==> src/rtl/time_set_controller.sv <==
// time_set_controller: 24-hour hh:mm:ss register with a button-driven edit FSM.
// In RUN the time advances on tick_1hz. In the three SET states it is frozen,
// the selected field is stepped by ADJ events, and an inactivity timeout
// returns to RUN. Every output comes straight from a flop.
module time_set_controller #(
    parameter int unsigned TIMEOUT_S = 10   // edit inactivity timeout in ticks, 1..63
) (
    input  logic       clk,
    input  logic       reset,
    input  logic       tick_1hz,
    input  logic [1:0] mode_evt,
    input  logic [1:0] adj_evt,
    output logic [4:0] hours,
    output logic [5:0] minutes,
    output logic [5:0] seconds,
    output logic [1:0] field_sel,
    output logic       blink
);

    // The state encoding is the field_sel value, so field_sel is the state flop itself.
    typedef enum logic [1:0] {
        RUN     = 2'd0,
        SET_HR  = 2'd1,
        SET_MIN = 2'd2,
        SET_SEC = 2'd3
    } state_t;

    localparam logic [1:0] EVT_NONE  = 2'd0;
    localparam logic [1:0] EVT_SHORT = 2'd1;
    localparam logic [1:0] EVT_LONG  = 2'd2;

    // The timeout fires on the tick that would bring the counter to TIMEOUT_S.
    localparam logic [5:0] TO_LAST = 6'(TIMEOUT_S - 1);

    state_t     state, state_n;
    logic [4:0] hours_n;
    logic [5:0] minutes_n, seconds_n;
    logic       blink_n;
    logic [5:0] to_cnt, to_cnt_n;
    logic [1:0] mode, adj;

    // Wrapping step helpers; no carry or borrow leaves these functions.
    function automatic logic [4:0] hr_inc(input logic [4:0] h);
        return (h >= 5'd23) ? 5'd0 : h + 5'd1;
    endfunction

    function automatic logic [4:0] hr_dec(input logic [4:0] h);
        return (h == 5'd0 || h > 5'd23) ? 5'd23 : h - 5'd1;
    endfunction

    function automatic logic [5:0] ms_inc(input logic [5:0] v);
        return (v >= 6'd59) ? 6'd0 : v + 6'd1;
    endfunction

    function automatic logic [5:0] ms_dec(input logic [5:0] v);
        return (v == 6'd0 || v > 6'd59) ? 6'd59 : v - 6'd1;
    endfunction

    // Code 3 from either detector is not a valid event; fold it to "none".
    always_comb begin
        mode = (mode_evt == 2'd3) ? EVT_NONE : mode_evt;
        adj  = (adj_evt  == 2'd3) ? EVT_NONE : adj_evt;
    end

    // Next-state, time, blink and timeout logic. Priority in SET states is
    // mode event, then adj event, then tick; a mode event swallows a
    // coincident adj event and a coincident tick.
    always_comb begin
        state_n   = state;
        hours_n   = hours;
        minutes_n = minutes;
        seconds_n = seconds;
        blink_n   = blink;
        to_cnt_n  = to_cnt;

        case (state)
            RUN: begin
                blink_n  = 1'b0;
                to_cnt_n = 6'd0;
                if (mode == EVT_SHORT) begin
                    // Entering edit drops any coincident tick.
                    state_n = SET_HR;
                end else if (tick_1hz) begin
                    if (seconds >= 6'd59) begin
                        seconds_n = 6'd0;
                        if (minutes >= 6'd59) begin
                            minutes_n = 6'd0;
                            hours_n   = hr_inc(hours);
                        end else begin
                            minutes_n = minutes + 6'd1;
                        end
                    end else begin
                        seconds_n = seconds + 6'd1;
                    end
                end
            end

            default: begin
                if (mode != EVT_NONE) begin
                    to_cnt_n = 6'd0;
                    blink_n  = 1'b0;
                    if (mode == EVT_LONG) begin
                        state_n = RUN;
                    end else begin
                        case (state)
                            SET_HR:  state_n = SET_MIN;
                            SET_MIN: state_n = SET_SEC;
                            default: state_n = RUN;
                        endcase
                    end
                end else if (adj != EVT_NONE) begin
                    to_cnt_n = 6'd0;
                    blink_n  = 1'b0;
                    case (state)
                        SET_HR:  hours_n   = (adj == EVT_SHORT) ? hr_inc(hours)   : hr_dec(hours);
                        SET_MIN: minutes_n = (adj == EVT_SHORT) ? ms_inc(minutes) : ms_dec(minutes);
                        default: seconds_n = (adj == EVT_SHORT) ? ms_inc(seconds) : ms_dec(seconds);
                    endcase
                end else if (tick_1hz) begin
                    if (to_cnt >= TO_LAST) begin
                        state_n  = RUN;
                        to_cnt_n = 6'd0;
                        blink_n  = 1'b0;
                    end else begin
                        to_cnt_n = to_cnt + 6'd1;
                        blink_n  = ~blink;
                    end
                end
            end
        endcase
    end

    // State, time fields, blink phase and timeout counter registers.
    always_ff @(posedge clk or posedge reset) begin
        if (reset) begin
            state   <= RUN;
            hours   <= 5'd0;
            minutes <= 6'd0;
            seconds <= 6'd0;
            blink   <= 1'b0;
            to_cnt  <= 6'd0;
        end else begin
            state   <= state_n;
            hours   <= hours_n;
            minutes <= minutes_n;
            seconds <= seconds_n;
            blink   <= blink_n;
            to_cnt  <= to_cnt_n;
        end
    end

    assign field_sel = state;

endmodule

==> config.mk <==
export PLATFORM = sky130hd
export DESIGN_NAME = time_set_controller
export DESIGN_NICKNAME = d
export VERILOG_FILES = /design/src/rtl/time_set_controller.sv
export SDC_FILE = /design/constraint.sdc
export NUM_CORES = 1
export LEC_CHECK = 0
export ABC_AREA = 1
export CAP_MARGIN = 40
export CORE_UTILIZATION = 32
export CTS_BUF_LIST = sky130_fd_sc_hd__clkbuf_16
export DETAILED_ROUTE_END_ITERATION = 16
export SYNTH_ARGS = -nofsm -noshare
export SYNTH_HDL_FRONTEND = slang
export SYNTH_SLANG_ARGS = --single-unit
==> constraint.sdc <==
create_clock -name clk -period 2.2 [get_ports clk]
set_clock_uncertainty 0.15 [all_clocks]
set_input_delay 0.22 -clock clk [delete_from_list [all_inputs] [get_ports clk]]
set_output_delay 0.22 -clock clk [all_outputs]
set_load 0.03 [all_outputs]
Word-level counts from Yosys, hierarchy flattened --
Cells that the tools add are included.
Word-level totals: bits in registers 26, output and inout bits 20, bits in writable memories 0, bits in latches 0, memories kept 0, memory bits (read-only) 0
Operators by class: mux-type cells 50, add/subtract/negate cells 7, reductions and logical operators 20, magnitude comparators 7, divide/modulo/power cells 0, eq/ne operators 15, shift operators 0, bitwise gates (word level) 1, multiply operators 0
Operators with widths (count):
- $mux W6 | 24
- $mux W5 | 11
- $add A6 B1 Y6 const B | 3
- $mux W2 | 9
- $ge A6 B6 Y1 const B | 2
- $gt A6 B6 Y1 const B | 2
- $logic_not A6 Y1 | 2
- $sub A6 B1 Y6 const B | 2
- $ne A2 B2 Y1 const B | 5
- $reduce_bool A2 Y1 | 5
- $eq A2 B2 Y1 const B | 4
- $reduce_and A7 Y1 | 1
- $eq A2 B1 Y1 const B | 3
- $ge A6 B4 Y1 const B | 1
- $reduce_and A6 Y1 | 1
- $reduce_bool A3 Y1 | 2
- $add A5 B1 Y5 const B | 1
- $ge A5 B5 Y1 const B | 1
- $gt A5 B5 Y1 const B | 1
- $logic_not A5 Y1 | 1
- $mux W1 | 5
- $reduce_and A5 Y1 | 1
- $sub A5 B1 Y5 const B | 1
- $ne A2 B1 Y1 const B | 2
- other kinds (8) | 10

Depth between registers and ports, before layout --
depth after elaboration 8, mapped depth 11, mapped depth without buffers 11

Worst setup path before layout --
OpenSTA, ideal clock, no wires.
path kind register -> register, start point reg state[0] (netlist: field_sel[0]), end point reg seconds[3], arrival 1.685 ns, buffers on the path 0, path slack 0.247 ns, data required time 1.932 ns, cell stages (with the launch flop) 11, path through dfrtp_1 -> inv_1 -> ha_1 -> nor2_4 -> nand2_2 -> nand2_4 -> nand2_2 -> a21oi_2 -> inv_2 -> nor2_1 -> nor2_1
On the way: longest elaborated chain between the ends 4, elaborated cells between the ends (all ways) 11, classes of those cells eq/ne: 6; mux: 1; reduce/logical: 4
RTL lines:
- start: declaration | RTL line 35 | state_t state, state_n;
- start signal: assignment | RTL line 143 | state <= state_n;
- $eq A2 B2 Y1 / $eq A2 B1 Y1 (equally long branches) | RTL line 114 | case (state)
- $reduce_or A2 Y1 (no line)
- $ne A2 B1 Y1 (no line)
- $reduce_and A5 Y1 (no line)
- end signal: assignment | RTL line 146 | seconds <= seconds_n;
- end: declaration | RTL line 15 | output logic [5:0] seconds,
Parallel ways exist; a longest one is shown, timed or not. A chain may end at the register's enable or synchronous reset.

Worst setup path after layout --
Same ends and word-level chain as after synthesis.

==> impl_metrics.env <==
export IMPL_cp_required_ns=2.20
export IMPL_cts_root_buf="clkbuf_16"
export IMPL_cts_tree="done"
export IMPL_area_growth_pct=20.5
export IMPL_tns_ns=0
export IMPL_timing_hold_worst_class="in -> async"
export IMPL_io_pins=27
export IMPL_reg2reg_slack_ns=0.25
export IMPL_cts_setup_buffers=0
export IMPL_seq_area_frac_synth_pct=30.1
export IMPL_initial_utilization_pct=33.6
export IMPL_outcome="finished with violations"
export IMPL_chipWidth_microns=84.2
export IMPL_setup_violations_final=0
export IMPL_finalCritPeriodShare_pct=88.5
export IMPL_post_place_ws_ns=0.0715
export IMPL_h_tree_depth=1
export IMPL_clockPowerShare_pct=10.8
export IMPL_rr_worst_depth=10
export IMPL_fin_nets=382
export IMPL_hold_buffers=0
export IMPL_cts_max_path_buffers=2
export IMPL_rr_endpoint="seconds[3]"
export IMPL_max_freq_mhz=514
export IMPL_diodes=0
export IMPL_ys_warnings_count=0
export IMPL_die_height_microns=84.2
export IMPL_globalRouteMet1Util_pct=18.1
export IMPL_worstMarginPinSlew_ns=0.346
export IMPL_startpoint_type="register"
export IMPL_synthesis_area_sq_um=2160
export IMPL_rsz0062_at_grt="false"
export IMPL_p_switching_uw=1940
export IMPL_yosys_register_bits=26
export IMPL_synth_nets=352
export IMPL_synthTopCellsByArea="dfrtp_1, nand2_1, ha_1"
export IMPL_cellPowerDensity_nw_per_um2=1430
export IMPL_vias=2050
export IMPL_hold_viol_final=0
export IMPL_grt_use_met2_pct=23.7
export IMPL_netlist_cell_type_count=23
export IMPL_swShare_pct=52.0
export IMPL_yosys_area_top_type_share_pct=30.1
export IMPL_fin_crit_ns=1.95
export IMPL_layout_setup_ws_ns=0.253
export IMPL_intPower_uw=1790
export IMPL_critPathMaxFanout=7
export IMPL_vdd_ir_drop_worst_mv=0.766
export IMPL_r2r_start="field_sel[0]"
export IMPL_antenna_left=0
export IMPL_maxCapViolations=0
export IMPL_clock_sinks=26
export IMPL_synth_common_cells="nand2_1, nor2_1, inv_1"
export IMPL_grt_max_degree=27
export IMPL_violations="DRC"
export IMPL_drcViolationCount=6
export IMPL_crit_type="reg -> reg"
export IMPL_grtUsageTotal_pct=13.7
export IMPL_synth_flop_cell="dfrtp_1"
export IMPL_seq_power_share_pct=25.9
export IMPL_async_reset_ff_share_pct=100
export IMPL_vias_per_cell=4.73
export IMPL_fp_coreArea_sq_um=6420
export IMPL_grt_pass1_vias=1914
export IMPL_drt_iter0_drc=89
export IMPL_rows=29
export IMPL_drv_slew=0
export IMPL_post_drt_wl_per_cell_microns=10.7
export IMPL_die_area_sq_um=7080
export IMPL_cts_resized=0
export IMPL_worstPathArrival_ns=1.95
export IMPL_gp_congestion=0.872
export IMPL_clk_pin_slew_worst_paths_ns=0.07
export IMPL_synth_top_area_cell="dfrtp_1"
export IMPL_synth_edf_count=0
export IMPL_syn_avg_cell_area_sq_um=6.60
export IMPL_overflow=0
export IMPL_wirelength_microns=4630
export IMPL_synthCells=327
export IMPL_comb_power_share_pct=63.3
export IMPL_max_slew_margin_pct=76.9
export IMPL_cts_buffers=3
export IMPL_place_hpwl_microns=3620
export IMPL_dr_pass1_iters=10
export IMPL_use_met3_pct=2.36
export IMPL_synth_most_common_cell="nand2_1"
export IMPL_grt_pass1_wl_microns=8120
export IMPL_endpoint_kind="register"
export IMPL_drive_gt1_share_pct=6.46
export IMPL_grt_antenna_before_repair=0
export IMPL_grt_busiest_layer="met2"
export IMPL_port_buffers=26
export IMPL_p_leak_uw=0.00131
export IMPL_clock_latency_ns=0.26
critical path, cell delays in order, from the launching register on:
cell     delay, ns
dfrtp_1       0.40
inv_1         0.09
ha_1          0.32
nor2_4        0.21
nand2_2       0.09
nand2_4       0.11
nand2_2       0.09
a21oi_2       0.17
inv_2         0.05
nor2_1        0.10
nor2_1        0.04
worst max-delay path by stage:
stage | start | to | slack, ns | depth (start not counted)
after floorplan | field_sel[0] | seconds[3] | 0.25 | 10
after global placement | mode_evt[0] | seconds[3] | 0.11 | 12
after detailed placement | mode_evt[0] | seconds[3] | 0.07 | 12
after CTS | field_sel[0] | seconds[3] | 0.24 | 10
after global routing | field_sel[0] | seconds[2] | 0.06 | 9
final | field_sel[0] | seconds[3] | 0.25 | 10
cell families after synthesis:
logic type,Yosys count,synth area share [%]
AOI/OAI and AO/OA,32,7.82
xor gates and xnor gates,8,3.24
adders and majority gates,18,10.4
buffers and inverters,55,9.91
DFF,26,30.1
and+or+nand+nor,188,38.5
cells in the final DEF, fill, tap and decap left out, types with 7 or more instances in the layout:
cell type / synthesis / routed
a21oi_1: 10 / 10
clkdlybuf4s50_1: 0 / 26
dfrtp_1: 26 / 26
ha_1: 18 / 18
inv_1: 44 / 44
nand2_1: 83 / 83
nand3_1: 37 / 37
nand4_1: 9 / 9
nor2_1: 49 / 49
o21ai_0: 19 / 19
xor2_1: 7 / 7
cell type report:
type,instances,area [sq um]
sequential,26,651
clock buffer,3,75.1
fill,667,3820
clock inverter,1,3.75
inverter,49,184
tap,77,96.3
timing repair buffer,31,298
multi-input combinational,246,1290
registers in the layout, summed over array words and instances (netlist names):
register,flops
minutes,6
seconds,6
to_cnt,6
hours,5
field_sel,2
blink,1
stage by stage:
stage	cell area, sq um	total power [uW]	hold slack [ns]	instances	util, %
after floorplan	2160	2620	0.110	327	-
after global placement	2520	3310	0.337	429	39.3
after detailed placement	2520	3320	0.340	429	39.3
after CTS	2600	3740	0.187	433	40.5
after global routing	2600	4100	0.209	433	40.5
final	2600	3720	0.165	433	40.5
layer usage:
metal | wire [microns] | vias up | part of all wire (%)
met5 | 0 | - | 0
met4 | 7 | 0 | 0.15
met3 | 125 | 2 | 2.7
met2 | 2140 | 27 | 46
met1 | 2350 | 927 | 51
li1 | - | 1094 | -
power groups by stage:
stage	logic (uW)	clock network [uW]	registers, uW
after floorplan	1450	0	1170
after global placement	2350	0	969
after detailed placement	2350	0	975
after CTS	2360	419	964
after global routing	2660	436	1010
final	2350	403	963
No activity file was read; power rests on OpenSTA's default activity.
